### src/rtl/reg_write_arbiter.sv
// reg_write_arbiter: round-robin arbiter sharing one register write port among N_REQ requesters
module reg_write_arbiter #(
  parameter int N_REQ    = 4,
  parameter int DATA_W   = 8,
  parameter int HOLD_CYC = 2
) (
  input  logic                      clk_i,
  input  logic                      rst_ni,
  input  logic [N_REQ-1:0]          req_i,
  input  logic [N_REQ*DATA_W-1:0]   din_bus_i,
  output logic [N_REQ-1:0]          gnt_o,
  output logic                      en_o,
  output logic [DATA_W-1:0]         dout_o,
  output logic                      busy_o
);
  localparam int PW = $clog2(N_REQ);
  typedef enum logic [1:0] {IDLE, WRITE, HOLD} state_e;
  state_e              state_q;
  logic [PW-1:0]       ptr_q;
  logic [PW-1:0]       win_d;
  logic [3:0]          cnt_q;
  logic [N_REQ-1:0]    gnt_q;
  logic                en_q;
  logic [DATA_W-1:0]   dout_q;
  // Scan from farthest to nearest so the nearest set bit after ptr wins.
  always_comb begin
    win_d = ptr_q;
    for (int i = N_REQ; i >= 1; i--)
      if (req_i[(int'(ptr_q) + i) % N_REQ]) win_d = PW'((int'(ptr_q) + i) % N_REQ);
  end
  always_ff @(posedge clk_i or negedge rst_ni) begin
    if (!rst_ni) begin
      state_q <= IDLE;
      ptr_q   <= PW'(N_REQ - 1);
      cnt_q   <= '0;
      gnt_q   <= '0;
      en_q    <= 1'b0;
      dout_q  <= '0;
    end else begin
      case (state_q)
        IDLE: if (|req_i) begin
          gnt_q   <= N_REQ'(1) << win_d;
          en_q    <= 1'b1;
          dout_q  <= din_bus_i[win_d*DATA_W +: DATA_W];
          ptr_q   <= win_d;
          state_q <= WRITE;
        end
        WRITE: begin
          en_q <= 1'b0;
          if (HOLD_CYC == 0) begin
            gnt_q   <= '0;
            dout_q  <= '0;
            state_q <= IDLE;
          end else begin
            cnt_q   <= 4'(HOLD_CYC);
            state_q <= HOLD;
          end
        end
        HOLD: begin
          cnt_q <= cnt_q - 4'd1;
          if (cnt_q == 4'd1) begin
            gnt_q   <= '0;
            dout_q  <= '0;
            state_q <= IDLE;
          end
        end
        default: state_q <= IDLE;
      endcase
    end
  end
  assign gnt_o  = gnt_q;
  assign en_o   = en_q;
  assign dout_o = dout_q;
  assign busy_o = state_q != IDLE;
endmodule

### config.mk
export PLATFORM = sky130hd
export DESIGN_NAME = reg_write_arbiter
export DESIGN_NICKNAME = d
export VERILOG_FILES = /design/src/rtl/reg_write_arbiter.sv
export SDC_FILE = /design/constraint.sdc
export NUM_CORES = 1
export LEC_CHECK = 0
export ABC_AREA = 1
export BUFFER_PORTS_ARGS = -buffer_cell sky130_fd_sc_hd__clkbuf_2
export CORE_MARGIN = 10
export CORE_UTILIZATION = 35
export DETAILED_ROUTE_END_ITERATION = 12
export PLACE_DENSITY = 0.71
export SLEW_MARGIN = 5
export SYNTH_ARGS = -nofsm -noshare
export SYNTH_HDL_FRONTEND = slang
export SYNTH_SLANG_ARGS = --single-unit
### constraint.sdc
create_clock -name clk_i -period 4.9 [get_ports clk_i]
set_clock_uncertainty 0.05 [all_clocks]
set_input_delay 0 -clock clk_i [delete_from_list [all_inputs] [get_ports clk_i]]
set_output_delay 0 -clock clk_i [all_outputs]
set_load 0.1 [all_outputs]
=== Word level (Yosys, flattened, before mapping) ===
Index checks and enable logic that the tools add are counted.

* Register bits: 21
* Latch bits: 0
* RAM bits: 0
* ROM bits: 0
* Bits of input ports: 38
* Output and inout port bits: 14
* Word-level logic and storage cells: 68
* Memories kept: 0

* Add/sub/neg operators: 5
* Multipliers: 0
* Div/mod/pow operators: 0
* Magnitude comparators: 4
* Eq/ne operators: 5
* Shift operators: 2
* Multiplexer cells: 28
* Bitwise gates (word level): 4
* Reductions and logical operators: 14

{| class="wikitable"
|+ Operators by type and width
! kind !! count
|-
| $shiftx A32 B6 Y8 || 1
|-
| $lt A3 B4 Y1 const B || 4
|-
| $mux W8 || 2
|-
| $pmux W4 S2 || 2
|-
| $pmux W8 S2 || 1
|-
| $mux W2 || 6
|-
| $mux W1 || 9
|-
| $bmux W1 S2 || 4
|-
| $mux W4 || 2
|-
| $reduce_bool A2 Y1 || 4
|-
| $reduce_or A2 Y1 || 4
|-
| $pmux W2 S3 || 1
|-
| $reduce_and A2 Y1 || 3
|-
| $add A2 B1 Y2 const B || 2
|-
| $add A2 B2 Y2 const B || 2
|-
| $and A1 B1 Y1 const A || 4
|-
| $eq A4 B1 Y1 const B || 1
|-
| $ne A2 B2 Y1 const B || 2
|-
| $reduce_or A4 Y1 || 1
|-
| $shl A1 B2 Y4 const A || 1
|-
| $sub A4 B1 Y4 const B || 1
|-
| $reduce_and A3 Y1 || 1
|-
| $eq A2 B1 Y1 const B || 1
|-
| $eq A2 B2 Y1 const B || 1
|-
| other kinds (2) || 2
|}

=== Longest topological paths before layout ===
* Depth in word-level cells: 13
* Depth in mapped cells: 18
* Gate-level depth less buffers: 16

=== Worst setup path after synthesis ===
Ideal clock, no wire load.

* Kind: register -> register
* Start point: register state_q[0]
* End point: register gnt_q[1], in the netlist gnt_o[1]
* Setup time: 95 ps
* Arrival time: 2072 ps
* Required time: 4755 ps
* Path slack: 2683 ps
* Stages on the path, launching flop included: 9
* Path buffers: 0
* Clock period less this slack: 2217 ps
* Cells stage by stage: dfrtp_1 -> inv_1 -> ha_1 -> inv_1 -> nor2_1 -> inv_1 -> nor2_1 -> inv_1 -> o31ai_1

* Word-level cells in the longest chain between the ends: 3
* Elaborated cells on any way between the ends: 7
* Those cells by class: eq/ne: 3; mux: 1; reduce/logical: 3

{| class="wikitable"
|+ RTL lines
! item !! line !! text
|-
| start: declaration || 18 || <nowiki>state_e state_q;</nowiki>
|-
| start signal: assignment || 33 || <nowiki>state_q <= IDLE;</nowiki>
|-
| start signal: assignment || 46 || <nowiki>state_q <= WRITE;</nowiki>
|-
| start signal: assignment || 53 || <nowiki>state_q <= IDLE;</nowiki>
|-
| $eq A2 B2 Y1 or $logic_not A2 Y1 (tied branches) || 40 || <nowiki>case (state_q)</nowiki>
|-
| $ne A2 B2 Y1 (no source line) or $reduce_bool A2 Y1 (tied branches) || n/a ||
|-
| $reduce_and A3 Y1 (no source line) || n/a ||
|-
| end signal: assignment || 42 || <nowiki>gnt_q <= N_REQ'(1) << win_d;</nowiki>
|-
| end: declaration || 22 || <nowiki>logic [N_REQ-1:0] gnt_q;</nowiki>
|}

Parallel ways exist; a longest one is shown, timed or not.
A chain may end at the register's enable or synchronous reset.

=== Final worst setup path ===
* Start point: register ptr_q[0]
* End point: register dout_q[0], in the netlist dout_o[0]

* Word-level cells in the longest chain between the ends: 11
* Elaborated cells on any way between the ends: 23
* Those cells by class: add/sub: 4; shift: 1; mux: 18

{| class="wikitable"
|+ RTL lines
! item !! line !! text
|-
| start: declaration || 19 || <nowiki>logic [PW-1:0] ptr_q;</nowiki>
|-
| start signal: assignment || 34 || <nowiki>ptr_q <= PW'(N_REQ - 1);</nowiki>
|-
| start signal: assignment || 45 || <nowiki>ptr_q <= win_d;</nowiki>
|-
| $add A2 B1 Y2 || 29 || <nowiki>if (req_i[(int'(ptr_q) + i) % N_REQ]) win_d = PW'((int'(ptr_q) + i) % N_REQ);</nowiki>
|-
| $bmux W1 S2 || 29 ||
|-
| $mux W1 (not written as such) (2 in series) || 29 ||
|-
| $mux W2 (3 in series) || 29 ||
|-
| $mux W2 * || 29 ||
|-
| $shiftx A32 B6 Y8 * || 44 || <nowiki>dout_q <= din_bus_i[win_d*DATA_W +: DATA_W];</nowiki>
|-
| $mux W8 * || 41 || <nowiki>IDLE: if (|req_i) begin</nowiki>
|-
| $pmux W8 S2 * || 40 ||
|-
| end signal: assignment || 44 ||
|-
| end: declaration || 24 || <nowiki>logic [DATA_W-1:0] dout_q;</nowiki>
|}

Mark *: on every way between the ends. The rest lies on a longest branch, timed or not. The select of a mux whose other input is x is not followed.

==> out/results.tsv <==
stage	metric	value	unit
worst_setup_path	cp-start-kind	flip-flop	
logic_synthesis	synthTopCellsByCount	116 x nand2_1, 20 x nand3_1, 19 x dfrtp_1, 15 x inv_1, 7 x nand2_2	
run_status	outcome	completed	
clock_network	clockBufferDepth	2	
routing	vias_per_cell	4.670	
layout	fin_nets	315	
placement	port-buffer-count	51	
routing	vias	1499	
logic_synthesis	synth_most_common_cell	nand2_1	
logic_synthesis	async_flop_share	100.0	%
sta	drv_slew	0	
worst_setup_path	cp_cell_sequence	inv_6 > nand2_1 > nand2_1 > nand2_2 > nand2_1 > inv_2 > nand2_1 > o21ai_2 > inv_2 > nand2_1 > nand2_1 > nand2_1 > nand2_1	
layout	area_growth	21.19	%
sta	setup-tns-final	0	ps
layout	diodes	0	
worst_setup_path	cpMostUsedCell	nand2_1	
clock_network	clk_latency	260	ps
global_routing	antenna_found_initial	0	
logic_synthesis	syn_area	1476	µm²
worst_hold_path	hold_class	primary input to flip-flop	
routing	drt_pass1_iterations	4	
global_routing	grt_max_degree	22	
logic_synthesis	synthCells	223	
logic_synthesis	synth_top_area_share	32.20	%
routing	drtIter0Drc	81	
sta	finalSetupViolCount	0	
placement	routabilityCongestion	0.7990	
worst_setup_path	crit_path_end_kind	flip-flop	
worst_setup_path	worstPathMaxFanout	12	
clock_network	clkTransAtPathRegs	80	ps
floorplan	dieArea	7217	µm²
worst_setup_path	max_stage_delay	660	ps
floorplan	core	4029	µm²
sta	tightest_slew	597.8	ps
global_routing	grt_remaining_overflow	0	
logic_synthesis	synth_area_leaders	dfrtp_1 32%, nand2_1 29%, nand3_1 6.8%	
logic_synthesis	synth_cell_types	25	
clock_network	cts_root_buf	clkbuf_8	
job	maxCapViolCount	0	
routing	wl	4.013	mm
floorplan	pin_count	52	
floorplan	fp.dieH	84.95	µm
clock_network	cts_buffers	3	
sta	max_freq	0.4345	GHz
global_routing	grt.busiest_layer	met2	
worst_setup_path	crit_type	flip-flop to flip-flop	
logic_synthesis	synth_warnings	0	
worst_setup_path	cpMaxStageDelayCell	dfstp_2	
clock_network	clkSinkCount	21	
placement	dp_hpwl	3.176	mm
sta	rsz0062_at_grt	false	
logic_synthesis	synth_edf_count	0	
logic_synthesis	ys_ff_latch	21	
floorplan	rows	23	
global_routing	grt_util_met1	13.02	%
sta	fin_crit_sh	46.97	%
sta	hold_violations	0	
logic_synthesis	synthFlopType	dfrtp_1	
logic_synthesis	synth_area_per_cell	6.621	µm²
logic_synthesis	syn_nets	266	
logic_synthesis	ys_seq_area_share	35.76	%
global_routing	grtUsageMet3	1.912	%
routing	drc	0	
sta	slew_headroom	60.00	%
routing	wl_per_cell	12.50	µm
floorplan	fp.dieW	84.95	µm
logic_synthesis	yosys.area.top_type	dfrtp_1	
worst_setup_path	critical_path_arrival	2410	ps
worst_setup_path	critical_path_required	5010	ps
clock_network	cts_tree	built	
routing	postRouteAntennaNets	0	
layout	drive_gt1_share	26.94	%
floorplan	start_util	36.65	%
global_routing	grt_pass1_vias	1474	
clock_network	htree_levels	1	
global_routing	grt_pass1_wl	6.775	mm
global_routing	use_met2	18.87	%
sta	min_period	2302	ps
global_routing	track_usage	10.85	%
==> logic make-up after synthesis <==
kind of cell / count (synthesis) / share of synthesized area, %
simple gates: 151 / 43.22
buf+inv: 29 / 9.830
flops: 21 / 35.76
compound gates: 17 / 6.949
fa+ha+maj: 5 / 4.237
==> metal layers <==
| layer | routed length (µm) | vias to the layer above | part of all wire, % |
|---|---|---|---|
| li1 | - | 788 | - |
| met1 | 1777 | 671 | 44 |
| met2 | 2016 | 34 | 50 |
| met3 | 158 | 6 | 3.9 |
| met4 | 61 | 0 | 1.5 |
| met5 | 0 | - | 0 |
==> flip-flops by register name, indices dropped and copies added, names as in the netlist <==
register / cells
ptr_q: 2
dout_o: 8
cnt_q: 4
state_q: 2
gnt_o: 4
en_o: 1
==> stage by stage <==
step	util, %	hold WS, ps	cells	setup WS, ps	cell area, µm²
floorplan	-	-345.6	223	2683	1476
global placement	43.01	-45.55	316	2628	1733
detailed placement	43.01	-41.90	316	2624	1733
CTS	44.41	62.17	321	2597	1789
global route	44.41	79.58	321	2379	1789
finish	44.41	54.42	321	2598	1789
==> worst paths after layout <==
| check | from | end | slack [ps] | depth (start not counted) |
|---|---|---|---|---|
| worst min-delay path | din_bus_i[25] | dout_o[1]$_DFFE_PN0P_ | 50 | 7 |
| worst max-delay path | ptr_q[0]$_DFFE_PN1P_ | dout_o[0]$_DFFE_PN0P_ | 2600 | 13 |
| worst max register to register | ptr_q[0]$_DFFE_PN1P_ | dout_o[0]$_DFFE_PN0P_ | 2600 | 13 |
| worst min register to register | dout_o[7]$_DFFE_PN0P_ | dout_o[7]$_DFFE_PN0P_ | 430 | 2 |
| max in group asynchronous | rst_ni | ptr_q[0]$_DFFE_PN1P_ | 4240 | 2 |
| min in group asynchronous | rst_ni | cnt_q[2]$_DFFE_PN0P_ | 200 | 2 |
==> layout make-up <==
type	count	area (µm²)
Sequential cell	21	528.0
Clock inverter	1	5.005
Multi-Input combinational cell	173	803.3
Timing Repair Buffer	52	265.3
Tap cell	50	62.56
Fill cell	444	2240
Clock buffer	3	41.29
Inverter	21	83.83
==> timing repair <==
action | in CTS | in global routing
buffers inserted | 0 | 0
hold endpoints to repair | 19 | 0
gates resized for setup | 0 | 0
endpoints found under the setup margin | 0 | 0
hold buffers | 1 | 0
==> critical path: cells and delay by family, from the launching register on <==
family	cells	cell delay (ps)
buffers and inverters	3	390
DFF	1	660
AOI/OAI and AO/OA	1	470
and+or+nand+nor	9	620
==> placed cells by master (no fill, tap or decap) <==
| master | n |
|---|---|
| nand2_1 | 116 |
| clkbuf_2 | 51 |
| nand3_1 | 20 |
| dfrtp_1 | 19 |
| inv_1 | 15 |
| nand2_2 | 7 |
| inv_2 | 5 |
| o21ai_0 | 5 |
| ha_1 | 5 |
| a21oi_1 | 4 |
| o31ai_1 | 4 |
| nor2_1 | 3 |
| clkbuf_8 | 3 |
| o22ai_1 | 2 |
| dfstp_2 | 2 |
| inv_6 | 1 |
| nand2_4 | 1 |
| nand3_4 | 1 |
| and2_1 | 1 |
| o21ai_2 | 1 |
| nor4_1 | 1 |
| a31oi_1 | 1 |
| nand4_1 | 1 |
| clkinv_2 | 1 |
| dlygate4sd3_1 | 1 |
Power is left out: the tool's default activity adds up to more than one toggle a clock period on the data nets, which glitch-free logic cannot reach.
